--- config.mk ---
export PLATFORM = sky130hd
export DESIGN_NAME = reg_port_arbiter
export DESIGN_NICKNAME = d
export VERILOG_FILES = /design/src/rtl/reg_port_arbiter.sv
export SDC_FILE = /design/constraint.sdc
export NUM_CORES = 1
export LEC_CHECK = 0
export BUFFER_PORTS_ARGS = -buffer_cell sky130_fd_sc_hd__buf_2
export CAP_MARGIN = 20
export CORE_MARGIN = 4
export CORE_UTILIZATION = 53
export DETAILED_ROUTE_END_ITERATION = 7
export HOLD_SLACK_MARGIN = 0.08
export PLACE_DENSITY = 0.94
export SYNTH_ARGS = -nofsm -noshare
export SYNTH_HDL_FRONTEND = slang
export SYNTH_SLANG_ARGS = --single-unit
--- constraint.sdc ---
create_clock -name i_clk -period 3.3 [get_ports i_clk]
set_input_delay 0.99 -clock i_clk [delete_from_list [all_inputs] [get_ports i_clk]]
set_output_delay 0.99 -clock i_clk [all_outputs]
set_load 0.01 [all_outputs]
--- src/rtl/reg_port_arbiter.sv ---
// reg_port_arbiter
//   Shares the UART register-file access port between two requesters:
//   requester 0 is the UART command path, requester 1 is the local
//   debug/CPU bus bridge. Arbitration is round-robin. Only one transaction
//   is outstanding at a time. Each response is routed back only to the
//   requester that issued it.
//
// Ports
//   i_clk, i_rst_n      clock, asynchronous active-low reset
//   i_req_valid/we      per-requester request valid / write enable (bit k = requester k)
//   i_req_addr/wdata    per-requester address / write data, packed (slice k = requester k)
//   o_req_ready         per-requester accept (combinational, IDLE only)
//   o_rsp_valid         per-requester one-cycle response strobe
//   o_rsp_rdata         shared response data, qualified by o_rsp_valid
//   o_rwaddr            register address to the register file (holds last value)
//   o_rd_req, o_wr_req  one-cycle read / write strobes
//   o_write_reg         write data to the register file (holds last value)
//   o_fifo_fetch        RX FIFO pop, issued alongside a read of FIFO_ADDR
//   i_read_reg          read data, valid RD_LATENCY cycles after o_rd_req
module reg_port_arbiter #(
   parameter int                ADDR_W     = 3,
   parameter int                DATA_W     = 8,
   parameter int                RD_LATENCY = 1,
   parameter logic [ADDR_W-1:0] FIFO_ADDR  = ADDR_W'(2)
) (
   input  logic                  i_clk,
   input  logic                  i_rst_n,
   input  logic [1:0]            i_req_valid,
   input  logic [1:0]            i_req_we,
   input  logic [2*ADDR_W-1:0]   i_req_addr,
   input  logic [2*DATA_W-1:0]   i_req_wdata,
   output logic [1:0]            o_req_ready,
   output logic [1:0]            o_rsp_valid,
   output logic [DATA_W-1:0]     o_rsp_rdata,
   output logic [ADDR_W-1:0]     o_rwaddr,
   output logic                  o_rd_req,
   output logic                  o_wr_req,
   output logic [DATA_W-1:0]     o_write_reg,
   output logic                  o_fifo_fetch,
   input  logic [DATA_W-1:0]     i_read_reg
);

   generate
      if (RD_LATENCY < 1 || RD_LATENCY > 7) begin : g_bad_latency
         $error("reg_port_arbiter: RD_LATENCY must be in the range 1..7");
      end
   endgenerate

   // Counter holds the remaining WAIT_RD cycles minus one; zero means the
   // register file presents the read data in the current cycle.
   localparam logic [2:0] LAT_INIT = 3'(RD_LATENCY - 1);

   typedef enum logic [1:0] {
      IDLE    = 2'd0,
      ISSUE   = 2'd1,
      WAIT_RD = 2'd2,
      RESP    = 2'd3
   } state_t;

   state_t              state;
   logic                last_grant;
   logic                owner;
   logic                we_q;
   logic [2:0]          lat_cnt;

   logic                any_valid;
   logic                grant;
   logic                sel_we;
   logic [ADDR_W-1:0]   sel_addr;
   logic [DATA_W-1:0]   sel_wdata;

   // Winner: on contention the requester that did not win last time,
   // otherwise whichever one is valid.
   always_comb begin
      any_valid = |i_req_valid;
      grant     = (&i_req_valid) ? ~last_grant : i_req_valid[1];
      sel_we    = grant ? i_req_we[1] : i_req_we[0];
      sel_addr  = grant ? i_req_addr[2*ADDR_W-1:ADDR_W] : i_req_addr[ADDR_W-1:0];
      sel_wdata = grant ? i_req_wdata[2*DATA_W-1:DATA_W] : i_req_wdata[DATA_W-1:0];
   end

   assign o_req_ready = (state == IDLE && any_valid) ? (grant ? 2'b10 : 2'b01) : 2'b00;

   always_ff @(posedge i_clk or negedge i_rst_n) begin
      if (!i_rst_n) begin
         state        <= IDLE;
         last_grant   <= 1'b1;
         owner        <= 1'b0;
         we_q         <= 1'b0;
         lat_cnt      <= '0;
         o_rsp_valid  <= '0;
         o_rsp_rdata  <= '0;
         o_rwaddr     <= '0;
         o_rd_req     <= 1'b0;
         o_wr_req     <= 1'b0;
         o_write_reg  <= '0;
         o_fifo_fetch <= 1'b0;
      end else begin
         case (state)
            IDLE: begin
               if (any_valid) begin
                  owner        <= grant;
                  last_grant   <= grant;
                  we_q         <= sel_we;
                  o_rwaddr     <= sel_addr;
                  o_write_reg  <= sel_we ? sel_wdata : '0;
                  o_wr_req     <= sel_we;
                  o_rd_req     <= ~sel_we;
                  o_fifo_fetch <= ~sel_we && (sel_addr == FIFO_ADDR);
                  state        <= ISSUE;
               end
            end
            ISSUE: begin
               o_rd_req     <= 1'b0;
               o_wr_req     <= 1'b0;
               o_fifo_fetch <= 1'b0;
               if (we_q) begin
                  o_rsp_valid <= owner ? 2'b10 : 2'b01;
                  o_rsp_rdata <= '0;
                  state       <= RESP;
               end else begin
                  lat_cnt <= LAT_INIT;
                  state   <= WAIT_RD;
               end
            end
            WAIT_RD: begin
               if (lat_cnt == 3'd0) begin
                  o_rsp_valid <= owner ? 2'b10 : 2'b01;
                  o_rsp_rdata <= i_read_reg;
                  state       <= RESP;
               end else begin
                  lat_cnt <= lat_cnt - 3'd1;
               end
            end
            RESP: begin
               o_rsp_valid <= '0;
               state       <= IDLE;
            end
            default: state <= IDLE;
         endcase
      end
   end

   ap_strobe_excl: assert property (@(posedge i_clk) disable iff (!i_rst_n)
      !(o_rd_req && o_wr_req));
   ap_rsp_onehot: assert property (@(posedge i_clk) disable iff (!i_rst_n)
      $onehot0(o_rsp_valid));
   ap_ready_idle: assert property (@(posedge i_clk) disable iff (!i_rst_n)
      (o_req_ready != 2'b00) |-> (state == IDLE));

endmodule

* After elaboration in Yosys (flattened, before gate mapping)
Cells that the tools add are included.
Storage, ports and cells: bits in registers 32, output and inout bits 26
Cells by class: add/sub/neg operators 1, equality and inequality tests 9, muxes and demuxes 27, bitwise gates (word level) 2, reductions and logical operators 15
Operators with widths (count):
- 8-bit 2-to-1 mux | 4
- 8-bit case mux with 2 select lines | 1
- 2-bit 2-to-1 mux | 7
- 2-bit != test (second input constant) | 5
- 3-bit 2-to-1 mux | 3
- 3-bit AND reduction | 3
- 2-bit case mux with 4 select lines | 1
- 2-bit AND reduction | 4
- 1-bit 2-to-1 mux | 6
- 1-bit case mux with 2 select lines | 3
- 2-bit case mux with 3 select lines | 1
- 3-bit case mux with 2 select lines | 1
- 2-bit == test (second input constant) | 2
- 2-bit nonzero test | 2
- 3-bit by 2-bit == test with 1-bit output (second input constant) | 1
- 3-bit logical NOT | 1
- 3-bit nonzero test | 1
- 3-bit by 1-bit subtractor with 3-bit output (second input constant) | 1
- 2-bit by 1-bit == test with 1-bit output (second input constant) | 1
- 1-bit logical AND | 2
- 2-bit logical NOT | 1
- 1-bit NOT | 2
- 2-bit OR reduction | 1

* Longest topological paths before layout
depth in word-level cells 7, mapped depth 7, gate-level depth less buffers 5

* Worst setup path after synthesis
OpenSTA, ideal clock, no wires.
path type input port to output port, start input i_req_valid[1], end output o_req_ready[0], arrival 1709 ps, data required time 2310 ps, path slack 601 ps, stages on the path 3, path buffers 1, cell sequence o21ai_1 -> clkbuf_1 -> nor2_1
On the way: longest elaborated chain between the ends 4, elaborated cells on any way between the ends 6
RTL lines:
- start: declaration | RTL line 28 | input logic [1:0] i_req_valid,
- 2-bit AND reduction | RTL line 76 | grant = (&i_req_valid) ? ~last_grant : i_req_valid[1];
- 1-bit 2-to-1 mux | RTL line 76
- 2-bit 2-to-1 mux | RTL line 82 | assign o_req_ready = (state == IDLE && any_valid) ? (grant ? 2'b10 : 2'b01) : 2'b00;
- 2-bit 2-to-1 mux (*) | RTL line 82
- end: declaration | RTL line 32 | output logic [1:0] o_req_ready,
Every way passes the cells marked *; elsewhere a longest branch is shown, timed or not.

* Final worst setup path
start register state[0], end output o_req_ready[0]
On the way: longest elaborated chain between the ends 3
RTL lines:
- start: declaration | RTL line 60 | state_t state;
- start signal: assignment | RTL line 86 | state <= IDLE;
- start signal: assignment | RTL line 110 | state <= ISSUE;
- start signal: assignment | RTL line 120 | state <= RESP;
- 2-bit logical NOT | RTL line 82
- 1-bit logical AND | RTL line 82
- 2-bit 2-to-1 mux | RTL line 82
Every way passes these cells.

==> results.md <==
- DR pass1 iterations: 4
- Worst hold endpoint: lat_cnt[0]
- Type of origin of the critical path: register
- Hold depth: 1
- Cell area after layout: 2140 um^2
- IO Count: 62
- Peak supply drop: 0.000501 V
- FF-to-FF Start: state[0]
- Crit. End Element: output pin
- Initial antenna violation count: 0
- Worst hold path type: register to register
- Synthesized area: 1730 um^2
- Delay-heaviest family, CP: flip-flops
- Worst Reg-to-Reg Cells: 5
- Outcome: finished, final reports clean
- Final setup fails: 0
- Largest net degree at the start of global routing: 33
- Minimum clock period: 2.78 ns
- Fillers: 233
- Dpl hpwl: 2790 um
- Routability congestion estimate: 0.736
- Area Overhead vs Synth: 23.5%
- Rows: 20
- Mean routed wirelength per cell: 13.6 um
- First-pass GRT wire length: 6000 um
- Clk_lat worst skew: 0.34 ns
- FF+latch count, synth: 32
- Die H: 65.2 um
- WL final: 3660 um
- Via-to-Cell Ratio: 5.28
- Resize count post-CTS: 0
- Crit Path Max Fanout: 12
- GRT overflow: 0
- Crit-path cells: inv_1 -> ha_1 -> o21ai_1 -> nor2_1 -> buf_2
- Fin nets: 267
- Fmax: 360 MHz
- Flop2flop setup slack: 1.40 ns
- Dpl ws: 0.681 ns
- PortBufs: 61
- ANT cells: 0
- Tot GR Track Use: 0.186
- Crit Path Class: register to output pin
- Post-synthesis sequential area ratio: 0.463
- Power per Cell Area: 836 nW/um^2
- Setup TNS: 0 ns
- Layout cell share with drive strength beyond 1: 0.378
- PnR worst setup slack: 0.525 ns
- CTS Buf Count: 5
- Post-Syn Instances: 160
- Clk slew on worst S/H paths: 0.10 ns
- Fin crit share: 0.841
- Root buf cell: clkbuf_4
- Worst Hold Launch: lat_cnt[0]
- Leakage: 0.00110 uW
- Measured slew at the worst slew-check pin: 0.686 ns
- Mapped Nets: 203
- Sink Count: 32
- Unrepaired setup endpoints after global routing: false
- Die Footprint: 4250 um^2
- Fin Clk Skew: 0.00317 ns
- CORE AREA: 3080 um^2
- Final core occ: 0.695
- Post-synth cell types: 38
- Vias in the first global route: 1,384
- Routed vias: 1,420
- Fin. Hold Viols: 0
- Warnings from Yosys: 0
- Mapped Avg Cell Area: 10.8 um^2
- # Post-CTS Setup Buffers: 0
- Max_slew headroom: 0.543
- Clock buffer depth: 2
- Post-route ant nets: 0
- RR Endpoint: o_fifo_fetch
- Worst endpoint required time: 2.31 ns
- Post-CTS Hold Fix Bufs: 0
- Drt first-iter violations: 35
- Dpl cell area: 2060 um^2
- Remaining DRCs: 0
- Die X: 65.2 um
- Starting density of the core: 0.563
- H-tree depth: 2
- Critical path arrival: 1.79 ns
- CP peak stage delay: 0.43 ns
- CTS tree: built
- Slew Limit Fails: 0
- Crit path buf inv count: 2
- CP max stage cell: dfrtp_1
- Max cap viols: 0
[area by class of cell]
class / count / area [um^2] / share of cell area
Clock inverter: 3 / 42.5 / 0.0199
Inverter: 15 / 56.3 / 0.0263
Timing Repair Buffer: 63 / 320 / 0.150
Sequential cell: 32 / 802 / 0.375
Tap cell: 44 / 55.1 / 0.0257
Clock buffer: 5 / 37.5 / 0.0176
Multi-Input combinational cell: 107 / 825 / 0.386
[worst max path at each step]
stage,start,endpoint,slack (ns),cells past startpoint
after floorplan,i_req_valid[1],o_req_ready[0],0.60,3
after global placement,i_req_valid[1],o_req_ready[1],0.70,4
after detailed placement,i_req_valid[1],o_req_ready[1],0.68,4
after CTS,state[0],o_req_ready[0],0.52,5
after global routing,state[1],o_req_ready[0],0.42,5
final,state[0],o_req_ready[0],0.52,5
[through the flow]
| stage | hold slack, ns | instances | power (uW) |
|---|---|---|---|
| floorplan | 0.451 | 160 | 1250 |
| global placement | 0.457 | 261 | 1470 |
| detailed placement | 0.469 | 261 | 1500 |
| CTS | 0.485 | 269 | 1800 |
| global route | 0.498 | 269 | 1910 |
| finish | 0.486 | 269 | 1790 |
[cells in the final DEF (no fill, tap or decap), types with 2 or more instances in the layout]
cell / instances
a211oi_1: 2
a21oi_1: 2
a31oi_1: 4
buf_2: 61
buf_4: 2
clkbuf_4: 5
dfrtp_1: 31
ha_1: 7
inv_1: 14
mux2_2: 2
mux2i_1: 23
nand2_1: 21
nor2_1: 5
nor3b_1: 6
o21ai_0: 6
o21ai_1: 2
o22ai_1: 2
o31ai_1: 8
[where the power goes]
group | internal (uW) | switching [uW]
clock network | 158 | 141
registers | 537 | 93.0
logic | 382 | 476
total | 1080 | 709
[cells by family after synthesis]
family / synth area share
adders and majority gates: 0.0506
and+or+nand+nor: 0.122
muxes: 0.155
DFF: 0.463
buffers and inverters: 0.0607
AOI/OAI and AO/OA: 0.149
[routing by layer]
layer	up-vias	global-route usage	part of all wire
li1	685	-	-
met1	683	0.194	0.39
met2	45	0.335	0.51
met3	7	0.0547	0.071
met4	0	0.0933	0.021
met5	-	0	0
[synth_stat cells (all sizes together)]
| master | number | area [um^2] |
|---|---|---|
| a211oi | 3 | 35.0 |
| a21bo | 1 | 10.0 |
| a21boi | 1 | 11.3 |
| a21o | 1 | 7.51 |
| a21oi | 2 | 10.0 |
| a22o | 1 | 8.76 |
| a2bb2oi | 1 | 8.76 |
| a31oi | 4 | 25.0 |
| a32oi | 1 | 16.3 |
| and2 | 1 | 7.51 |
| buf | 4 | 41.3 |
| clkbuf | 2 | 7.51 |
| dfrtp | 31 | 776 |
| dfstp | 1 | 26.3 |
| ha | 7 | 87.6 |
| inv | 15 | 56.3 |
| mux2 | 3 | 37.5 |
| mux2i | 23 | 230 |
| nand2 | 21 | 78.8 |
| nand2b | 2 | 20.0 |
| nand4 | 1 | 6.26 |
| nor2 | 5 | 18.8 |
| nor2b | 2 | 20.0 |
| nor3b | 6 | 45.0 |
| o21ai | 8 | 40.0 |
| o22ai | 2 | 12.5 |
| o31ai | 9 | 72.6 |
| or3 | 1 | 6.26 |
| or3b | 1 | 8.76 |
Note: power is estimated with default switching activity, not from simulation.
